--- src/rtl/cam_bt656_timing_decoder_if.sv ---
// BT.656 byte stream in, decoded pixel stream and timing flags out.
// The master side is the byte source; the decoder sits on the slave side.
interface cam_bt656_timing_decoder_if;
    logic [7:0] cam_data;
    logic [7:0] cam_pix_data;
    logic       cam_pix_valid;
    logic       cam_line_valid;
    logic       cam_field_toggle;
    logic       cam_field;
    logic       cam_sync_locked;
    logic       cam_hdr_err;

    modport master (
        output cam_data,
        input  cam_pix_data, cam_pix_valid, cam_line_valid, cam_field_toggle,
        input  cam_field, cam_sync_locked, cam_hdr_err
    );

    modport slave (
        input  cam_data,
        output cam_pix_data, cam_pix_valid, cam_line_valid, cam_field_toggle,
        output cam_field, cam_sync_locked, cam_hdr_err
    );
endinterface

--- src/rtl/cam_bt656_timing_decoder.sv ---
// BT.656 timing decoder: finds FF 00 00 XY headers, tracks lock and field,
// and tags a 4-cycle delayed copy of the byte stream as active video.
module cam_bt656_timing_decoder #(
    parameter bit          CHECK_PROT   = 1'b1,
    parameter int unsigned LINE_TIMEOUT = 2047
) (
    input  logic                      cam_pclk,
    input  logic                      cam_rst,
    cam_bt656_timing_decoder_if.slave bus
);
    typedef enum logic [1:0] {SCAN, FF, Z1, Z2} state_t;

    state_t          state, state_nx;
    logic [7:0]      din;
    logic            is_xy, f, v, h, prot_ok, hdr_ok, hdr_bad, timeout;
    logic [10:0]     cnt, cnt_inc;
    logic            locked, active, field_int, tog_int, hdr_err;
    logic [3:0][7:0] data_pipe;
    logic [3:0]      tag_pipe;
    logic [2:0]      fld_pipe, tog_pipe;

    assign din = bus.cam_data;

    always_ff @(posedge cam_pclk) begin
        if (cam_rst) state <= SCAN;
        else         state <= state_nx;
    end

    always_comb begin
        state_nx = state;
        is_xy    = 1'b0;
        case (state)
            SCAN: if (din == 8'hFF) state_nx = FF;
            FF: begin
                if (din == 8'h00)      state_nx = Z1;
                else if (din != 8'hFF) state_nx = SCAN;
            end
            Z1: begin
                if (din == 8'h00)      state_nx = Z2;
                else if (din == 8'hFF) state_nx = FF;
                else                   state_nx = SCAN;
            end
            Z2: begin
                is_xy    = 1'b1;
                state_nx = SCAN;
            end
            default: state_nx = SCAN;
        endcase
    end

    assign f       = din[6];
    assign v       = din[5];
    assign h       = din[4];
    assign prot_ok = (din[3:0] == {v ^ h, f ^ h, f ^ v, f ^ v ^ h});
    assign hdr_ok  = is_xy && din[7] && (prot_ok || !CHECK_PROT);
    assign hdr_bad = is_xy && !hdr_ok;
    assign cnt_inc = (cnt == 11'h7FF) ? cnt : cnt + 11'd1;
    assign timeout = (32'(cnt_inc) >= LINE_TIMEOUT);

    // A valid header wins over a coincident timeout.
    always_ff @(posedge cam_pclk) begin
        if (cam_rst) begin
            cnt       <= '0;
            locked    <= 1'b0;
            active    <= 1'b0;
            field_int <= 1'b0;
            tog_int   <= 1'b0;
            hdr_err   <= 1'b0;
        end else begin
            hdr_err <= hdr_bad;
            cnt     <= hdr_ok ? 11'd0 : cnt_inc;
            if (hdr_ok) begin
                locked <= 1'b1;
                active <= !v && !h;
                if (h) begin
                    field_int <= f;
                    if (locked && (f != field_int)) tog_int <= ~tog_int;
                end
            end else if (hdr_bad || timeout) begin
                locked <= 1'b0;
                active <= 1'b0;
            end
        end
    end

    // On an XY byte the whole tag pipe clears: it holds exactly the three
    // preamble bytes, and the XY itself enters untagged.
    always_ff @(posedge cam_pclk) begin
        if (cam_rst) begin
            data_pipe <= '0;
            tag_pipe  <= '0;
            fld_pipe  <= '0;
            tog_pipe  <= '0;
        end else begin
            data_pipe <= {data_pipe[2:0], din};
            tag_pipe  <= is_xy ? 4'b0000 : {tag_pipe[2:0], active & locked};
            fld_pipe  <= {fld_pipe[1:0], field_int};
            tog_pipe  <= {tog_pipe[1:0], tog_int};
        end
    end

    assign bus.cam_pix_data     = data_pipe[3];
    assign bus.cam_pix_valid    = tag_pipe[3];
    assign bus.cam_line_valid   = tag_pipe[3];
    assign bus.cam_field        = fld_pipe[2];
    assign bus.cam_field_toggle = tog_pipe[2];
    assign bus.cam_sync_locked  = locked;
    assign bus.cam_hdr_err      = hdr_err;
endmodule
--- src/flat_wrapper.sv ---
// flat-port wrapper written by rule: the top's interface ports become plain ports
module cam_bt656_timing_decoder_flat 
#(
    parameter bit          CHECK_PROT   = 1'b1,
    parameter int unsigned LINE_TIMEOUT = 2047
)
  (cam_pclk, cam_rst, bus_cam_data, bus_cam_pix_data, bus_cam_pix_valid, bus_cam_line_valid, bus_cam_field_toggle, bus_cam_field, bus_cam_sync_locked, bus_cam_hdr_err);
  cam_bt656_timing_decoder_if bus_i ();
  input  logic cam_pclk;
  input  logic cam_rst;
  input wire logic [$bits(bus_i.cam_data)-1:0] bus_cam_data;
  output wire logic [$bits(bus_i.cam_pix_data)-1:0] bus_cam_pix_data;
  output wire logic [$bits(bus_i.cam_pix_valid)-1:0] bus_cam_pix_valid;
  output wire logic [$bits(bus_i.cam_line_valid)-1:0] bus_cam_line_valid;
  output wire logic [$bits(bus_i.cam_field_toggle)-1:0] bus_cam_field_toggle;
  output wire logic [$bits(bus_i.cam_field)-1:0] bus_cam_field;
  output wire logic [$bits(bus_i.cam_sync_locked)-1:0] bus_cam_sync_locked;
  output wire logic [$bits(bus_i.cam_hdr_err)-1:0] bus_cam_hdr_err;
  assign bus_i.cam_data = bus_cam_data;
  assign bus_cam_pix_data = bus_i.cam_pix_data;
  assign bus_cam_pix_valid = bus_i.cam_pix_valid;
  assign bus_cam_line_valid = bus_i.cam_line_valid;
  assign bus_cam_field_toggle = bus_i.cam_field_toggle;
  assign bus_cam_field = bus_i.cam_field;
  assign bus_cam_sync_locked = bus_i.cam_sync_locked;
  assign bus_cam_hdr_err = bus_i.cam_hdr_err;
  cam_bt656_timing_decoder #(.CHECK_PROT(CHECK_PROT), .LINE_TIMEOUT(LINE_TIMEOUT)) u_core (.cam_pclk(cam_pclk), .cam_rst(cam_rst), .bus(bus_i));
endmodule
--- config.mk ---
export PLATFORM = sky130hd
export DESIGN_NAME = cam_bt656_timing_decoder_flat
export DESIGN_NICKNAME = d
export VERILOG_FILES = /design/src/rtl/cam_bt656_timing_decoder_if.sv /design/src/rtl/cam_bt656_timing_decoder.sv /design/src/flat_wrapper.sv
export SDC_FILE = /design/constraint.sdc
export NUM_CORES = 1
export LEC_CHECK = 0
export CAP_MARGIN = 10
export CORE_MARGIN = 2
export CORE_UTILIZATION = 50
export DETAILED_ROUTE_END_ITERATION = 8
export GPL_TIMING_DRIVEN = 0
export PLACE_DENSITY = 0.74
export SETUP_SLACK_MARGIN = 0.02
export SYNTH_ARGS = -nofsm -noshare
export SYNTH_HDL_FRONTEND = slang
export SYNTH_SLANG_ARGS = --single-unit
--- constraint.sdc ---
create_clock -name cam_pclk -period 2.2 [get_ports cam_pclk]
set_clock_uncertainty 0.15 [all_clocks]
set_input_delay 0.33 -clock cam_pclk [delete_from_list [all_inputs] [get_ports cam_pclk]]
set_output_delay 0.33 -clock cam_pclk [all_outputs]
set_load 0.1 [all_outputs]
==> results.yml, run 1 <==
synthesis:
  synth_top_area_share_pct: 50.5
  synth_area_in_compound_gates_pct: 9.42
  synth_xor_area_share_pct: 2.95
  synth.net_count: 248
  syn_area_per_cell_um2: 10.1
  synth_enable_flop_cells: 0
  number_of_unique_standard_cell_types_used_by_synthesis: 44
  synth_flop_cell: "sky130_fd_sc_hd__dfxtp_1"
  synth_warnings: 0
  synth.yosys.seq_area_share_pct: 50.5
  synth.area.top_cells: "sky130_fd_sc_hd__dfxtp_1 (51%), sky130_fd_sc_hd__nor2b_1 (11%), sky130_fd_sc_hd__buf_4 (3.2%), sky130_fd_sc_hd__and2_1 (2.1%), sky130_fd_sc_hd__nor2_1 (2.1%)"
  synth_async_sr_flop_share_pct: 0
  synth_simple_gate_area_share_pct: 27.5
  post_synth_mux_area_share_pct: 1.37
  synth_area_um2: 2380
  yosys_register_bits: 60
  post_synth_fa_ha_maj_area_fraction_pct: 1.58
  synth_largest_area_cell: "sky130_fd_sc_hd__dfxtp_1"
  syn-instance-count: 235
  synth_top_family_by_area: "simple AND/OR/NAND/NOR gates"
timing:
  final_setup_violations: 0
  post-route-period-util_pct: 94.5
  setup_repair_after_global_routing_missed_its_margin: "false"
  worstMarginPinSlew_ns: 0.965
  slew_violations: 0
  finalSetupTns_ns: 0
  timing.final.crit_period_ns: 2.08
  timing.max_slew.rel_slack_pct: 35.9
  final_hold_viol_count: 0
  fmaxAchievable_ghz: 0.481
  whs_ns: 0.276
pwr:
  power.static_leakage_nw: 1.22
  pwr_density_cell_nw_per_um2: 755
  peak_supply_drop_uv: 418
  power_mw: 2.25
clock_network:
  clk_latency_ns: 0.33
  cts_max_level: 3
  cts.clk_slew.worst_paths_ns: 0.07
  cts_tree: "done"
  cts_root_buffer: "sky130_fd_sc_hd__clkbuf_8"
  number_of_sinks_driven_by_the_clock_tree: 60
  cts_buffers: 9
  cts_max_path_buffers: 2
  postCtsHoldBufs: 0
global_route:
  grt_antenna_before_repair: 0
  global_route_wire_length_before_repair_mm: 6.83
  grt_overflow: 0
  grt_max_degree: 13
  first_global_vias: 1509
  globalRouteTotalUtil_pct: 17.3
setup_path:
  critPathBufInv: 1
  startpoint_of_the_lowest_slack_register_to_register_path: "u_core.cnt[1]"
  slowest_stage: "sky130_fd_sc_hd__dlygate4sd2_1"
  crit_path_cell_trace: "dlygate4sd2_1"
  setup.worst_path.end_class: "primary output"
  reg2regPathDepth: 6
  critical_path_depth: 1
  worst-endpoint-arrival_ns: 1.60
  critPathLaunchType: "register"
  r2r_setup_slack_ns: 0.17
  cpPeakStageDelay_ns: 0.88
  critical_path_class: "register to primary output"
  cp_max_fo: 4
  critical-path-top-delay-family: "buffers and inverters"
  worst_r2r_endpoint: "u_core.bus.cam_sync_locked"
  cp_data_required_time_ns: 1.72
hold_path:
  worst_hold_path.endpoint: "u_core.tag_pipe[2]"
  timing.hold.worst_path_depth: 1
  min_from: "u_core.tag_pipe[1]"
  timing.hold.worst.class: "register to register"
placed_design:
  dp.cells: 312
  buffer_ports.inserted: 23
  globalplace.congestion: 0.856
  dpl.hpwl_mm: 2.54
floorplanning:
  core_region_area_um2: 4660
  die_height_um: 73.0
  chipWidth_um: 73.0
  number_of_top_level_pins: 24
  number_of_placement_rows: 25
  initial_core_util_pct: 51.0
  floorplan.die_area_um2: 5320
final_layout:
  fin_util_pct: 64.1
  nets: 290
  area_growth_from_synthesis_to_layout_pct: 25.6
  diodes: 0
  layout-drive-gt1-share_pct: 18.8
  final_cells: 336
  fillCellCount: 385
detailed_routing:
  routed_wire_length_per_instance_um: 12.0
  total_number_of_vias: 1718
  detail-route-antenna-nets: 0
  dr_iter_0_viols: 50
  post-route-drc-count: 0
  drt_pass1_iterations: 4
  avgViaCountPerCell: 5.11
  routed_wire_length_mm: 4.04
outcome:
  outcome: "finished clean"
run:
  timing.max_cap.violations: 0
==> worst max path at each step <==
stage                                             to  slack [ns]                       start
after floorplan           u_core.bus.cam_sync_locked        0.11               u_core.cnt[1]
final                            bus_cam_sync_locked        0.12  u_core.bus.cam_sync_locked
after detailed placement               u_core.cnt[6]       -0.75             bus_cam_data[4]
after global placement                 u_core.cnt[6]       -0.71             bus_cam_data[4]
after CTS                 u_core.bus.cam_sync_locked      -0.002               u_core.cnt[1]
after global routing                   u_core.active        0.03               u_core.cnt[4]
==> layout by cell type (no fill, tap or decap), drive strengths merged, types with 4 or more instances in the layout <==
cell / instances
dfxtp: 60
a21oi: 5
and3: 6
and2: 8
nor2: 13
nand3: 10
dlygate4sd2: 15
inv: 5
clkbuf: 14
nand4: 7
buf: 24
nand3b: 4
nor2b: 40
clkdlybuf4s50: 7
nand2: 9
xnor2: 5
==> report_power, final <==
group,leakage [nW],total [mW],switching (mW),internal (mW)
Sequential,0.489,1.12,0.00726,1.11
Combinational,0.639,0.168,0.0939,0.0743
Clock,0.0958,0.968,0.441,0.527
==> final cells by class <==
type,count,area (µm²),area share (%)
buffer,21,163,5.45
clock buffer,9,124,4.15
clock inverter,7,76.3,2.56
inverter,4,15.0,0.503
multi-input combinational,150,1060,35.7
sequential,60,1210,40.4
tap,54,67.6,2.26
timing repair buffer,31,269,9.01
==> synthesized netlist by cell type, types with 5 or more instances <==
library cell and instances:
sky130_fd_sc_hd__nand2_1 9, sky130_fd_sc_hd__a21oi_1 5, sky130_fd_sc_hd__nor2_1 13, sky130_fd_sc_hd__nand3_1 9
sky130_fd_sc_hd__and3_1 6, sky130_fd_sc_hd__dfxtp_1 60, sky130_fd_sc_hd__nand4_1 7, sky130_fd_sc_hd__nor2b_1 40
sky130_fd_sc_hd__and2_1 8, sky130_fd_sc_hd__xnor2_1 5, sky130_fd_sc_hd__buf_4 10
==> kinds of logic (layout without fill, tap and decap cells) <==
kind of cell / Yosys count / count (layout)
buffers and inverters: 25 / 72
and+or+nand+nor: 109 / 109
AOI/OAI and AO/OA: 27 / 27
adders and majority gates: 3 / 3
xor gates and xnor gates: 8 / 8
DFF: 60 / 60
muxes: 3 / 3
==> routing by layer <==
layer	up-vias	wire length [µm]	track usage [%]
met5	-	0	0
met3	9	175	5.11
li1	890	-	-
met2	49	1700	24.5
met4	0	103	12.1
met1	770	2060	22.3
==> sequential cells by signal, indices dropped and copies added, names as in the netlist <==
name and count:
u_core.active 1, u_core.bus.cam_hdr_err 1, u_core.bus.cam_pix_data 8, u_core.bus.cam_sync_locked 1
u_core.cnt 11, u_core.data_pipe 24, u_core.field_int 1, u_core.fld_pipe 3
u_core.state 2, u_core.tag_pipe 4, u_core.tog_int 1, u_core.tog_pipe 3
==> per-stage QoR <==
stage	instance area, µm²	setup WS [ns]
2_1_floorplan	2380	0.109
3_3_place_gp	2680	-0.712
3_5_place_dp	2680	-0.745
4_1_cts	2950	-0.00161
5_1_grt	2990	0.0262
6_report	2990	0.121
==> timing repair <==
action                                  CTS  global route
cloned                                    1             0
pin swaps                                 7             3
endpoints found under the setup margin   30             8
setup buffers                             5             2
resized for setup                        30             4
hold endpoints to repair                  0             0
Note: power is estimated with default switching activity, not from simulation.
==> run 2, diff against run 1 <==
--- a/config.mk
+++ b/config.mk
@@ -10,7 +10,7 @@
 export CORE_UTILIZATION = 50
 export DETAILED_ROUTE_END_ITERATION = 8
 export GPL_TIMING_DRIVEN = 0
-export PLACE_DENSITY = 0.74
+export PLACE_DENSITY = 0.71
 export SETUP_SLACK_MARGIN = 0.02
 export SYNTH_ARGS = -nofsm -noshare
 export SYNTH_HDL_FRONTEND = slang
==> constraint.sdc (replaced) <==
create_clock -name cam_pclk -period 2.05 [get_ports cam_pclk]
set_clock_uncertainty 0.15 [all_clocks]
set_input_delay 0.3075 -clock cam_pclk [delete_from_list [all_inputs] [get_ports cam_pclk]]
set_output_delay 0.3075 -clock cam_pclk [all_outputs]
set_load 0.1 [all_outputs]
==> run 2 against run 1 <==
  * The run now ends with negative setup slack left
  * Cell count decreased by 0.30%
  * Wire length rose by 4.5%
  * Non-clock buffer count is 1 lower
  * Sequential power grew 7%
  * Register-to-register slack worse by 0.24 ns
  * Cell area is 1.3% higher
  * Sequential cell count unchanged
  * Highest routed layer unchanged
==> results.yml, run 2 (synthesized netlist as in run 1, its figures left out) <==
detailed_routing:
  routed_wire_length_per_instance_um: 12.6
  drt_pass1_iterations: 4
  total_number_of_vias: 1750
  dr_iter_0_viols: 61
  routed_wire_length_mm: 4.22
  detail-route-antenna-nets: 0
  avgViaCountPerCell: 5.22
  post-route-drc-count: 0
final_layout:
  nets: 289
  diodes: 0
  final_common_cell: "sky130_fd_sc_hd__dfxtp_1"
  area_growth_from_synthesis_to_layout_pct: 27.2
  largest_register_ff_count: 24
  fillCellCount: 377
  layout-drive-gt1-share_pct: 23.5
  seq_area_um2: 1210
  layout.cells.most_common_list: "sky130_fd_sc_hd__dfxtp_1 (58), sky130_fd_sc_hd__nor2b_1 (40), sky130_fd_sc_hd__buf_4 (17)"
  multi_input_comb_area_um2: 1090
  regMostFlops: "u_core.data_pipe"
floorplanning:
  initial_core_util_pct: 51.0
  die_height_um: 73.0
  core_region_area_um2: 4660
  chipWidth_um: 73.0
  floorplan.die_area_um2: 5320
  number_of_placement_rows: 25
  number_of_top_level_pins: 24
setup_path:
  setup.worst_path.end_class: "register"
  critPathLaunchType: "register"
  cp_data_required_time_ns: 2.10
  worst-endpoint-arrival_ns: 2.17
  cp_max_fo: 2
  critical_path_class: "register to register"
outcome:
  failed_checks: "negative setup slack"
  outcome: "complete, but fails checks"
timing:
  postLayoutSetupSlackWorst_ns: -0.0681
  whs_ns: 0.223
  timing.max_slew.rel_slack_pct: 36.9
  final_hold_viol_count: 0
  fmaxAchievable_ghz: 0.472
  worstMarginPinSlew_ns: 0.951
  slew_violations: 0
  setup_repair_after_global_routing_missed_its_margin: "true"
  final_setup_violations: 2
  finalSetupTns_ns: -0.118
  post-route-period-util_pct: 103
  timing.final.crit_period_ns: 2.12
pwr:
  power_mw: 2.55
  share_clk_of_total_power_pct: 45.7
  power.static_leakage_nw: 1.23
  power.switching_fraction_pct: 22.0
  peak_supply_drop_uv: 682
  comb_power_share_pct: 7.3
  cellInternalPower_mw: 1.99
  pwr_density_cell_nw_per_um2: 845
  p_switching_uw: 563
  seq_power_share_pct: 47.0
hold_path:
  timing.hold.worst.class: "primary input to register"
clock_network:
  number_of_sinks_driven_by_the_clock_tree: 60
  clk_latency_ns: 0.34
  cts_buffers: 9
  cts_root_buffer: "sky130_fd_sc_hd__clkbuf_8"
  cts_max_path_buffers: 2
  cts_max_level: 3
  cts_tree: "done"
  cts.clk_slew.worst_paths_ns: 0.07
run:
  timing.max_cap.violations: 0
global_route:
  grt_overflow: 0
  grt_antenna_before_repair: 0
  globalRouteTotalUtil_pct: 17.7
  grt_max_degree: 12
  global_route_wire_length_before_repair_mm: 7.09
  first_global_vias: 1566
placed_design:
  dpl.hpwl_mm: 2.71
  buffer_ports.inserted: 23
  globalplace.congestion: 0.853
  dpl_worst_slack_ns: -0.723
-- run 2: cell types whose count changed in the layout (fill, tap and decap cells not counted), moves of 2 or more --
cell                              change
sky130_fd_sc_hd__clkinvlp_4           -2
sky130_fd_sc_hd__dlygate4sd2_1       -11
sky130_fd_sc_hd__clkbuf_2             +7
sky130_fd_sc_hd__clkdlybuf4s15_2      +2
sky130_fd_sc_hd__clkdlybuf4s15_1      +3
sky130_fd_sc_hd__dlymetal6s2s_1       +2
sky130_fd_sc_hd__clkdlybuf4s50_1      -2
-- run 2: what timing repair did --
action	4_1_cts	5_1_grt
gates cloned	1	0
resized for setup	36	22
pin swaps	3	2
setup buffers	4	2
setup endpoints to repair	30	21
hold buffers	0	0
-- run 2: area by class of cell --
class / instances / area share (%)
clock inverter: 6 / 2.90
tap: 54 / 2.24
timing repair buffer: 30 / 8.36
buffer: 21 / 5.42
sequential: 60 / 39.9
multi-input combinational: 150 / 36.1
clock buffer: 10 / 4.55
inverter: 4 / 0.497
-- run 2: path summary, 6_finish.rpt --
path / slack [ns] / startpoint / endpoint / cells past startpoint
hold reg to reg: 0.28 / u_core.tag_pipe[0] / u_core.tag_pipe[1] / 1
setup / recovery: -0.07 / u_core.cnt[1] / u_core.bus.cam_sync_locked / 6
setup reg to reg: -0.07 / u_core.cnt[1] / u_core.bus.cam_sync_locked / 6
hold / removal: 0.22 / bus_cam_data[5] / u_core.data_pipe[5] / 3
-- run 2: critical path, stage by stage (launching register included) --
cell,delay (ns)
sky130_fd_sc_hd__dfxtp_4,0.35
sky130_fd_sc_hd__ha_4,0.26
sky130_fd_sc_hd__or3b_4,0.38
sky130_fd_sc_hd__a2111oi_4,0.29
sky130_fd_sc_hd__nor2_1,0.10
sky130_fd_sc_hd__a2111oi_2,0.31
sky130_fd_sc_hd__a311oi_1,0.15
-- run 2: metal layers --
metal	part of all wire, %	vias up	GRT usage (%)
li1	-	887	-
met1	49	800	22.8
met2	44	51	25.7
met3	4.8	12	5.66
met4	2.8	0	10.9
met5	0	-	0
-- run 2: power groups by stage --
| stage | Combinational (mW) | Clock, mW | Sequential (mW) |
|---|---|---|---|
| global route | 0.203 | 1.25 | 1.20 |
| CTS | 0.170 | 1.21 | 1.20 |
| finish | 0.186 | 1.17 | 1.20 |
| global placement | 0.151 | 0 | 1.23 |
| detailed placement | 0.155 | 0 | 1.23 |
| floorplan | 0.101 | 0 | 1.23 |
-- run 2: per-stage QoR --
step | instance area [µm²] | utilization (%) | instances
finish | 3020 | 64.9 | 335
global route | 3020 | 64.9 | 335
CTS | 2980 | 64.0 | 333
detailed placement | 2700 | 57.9 | 312
global placement | 2700 | 57.9 | 312
floorplan | 2400 | - | 235
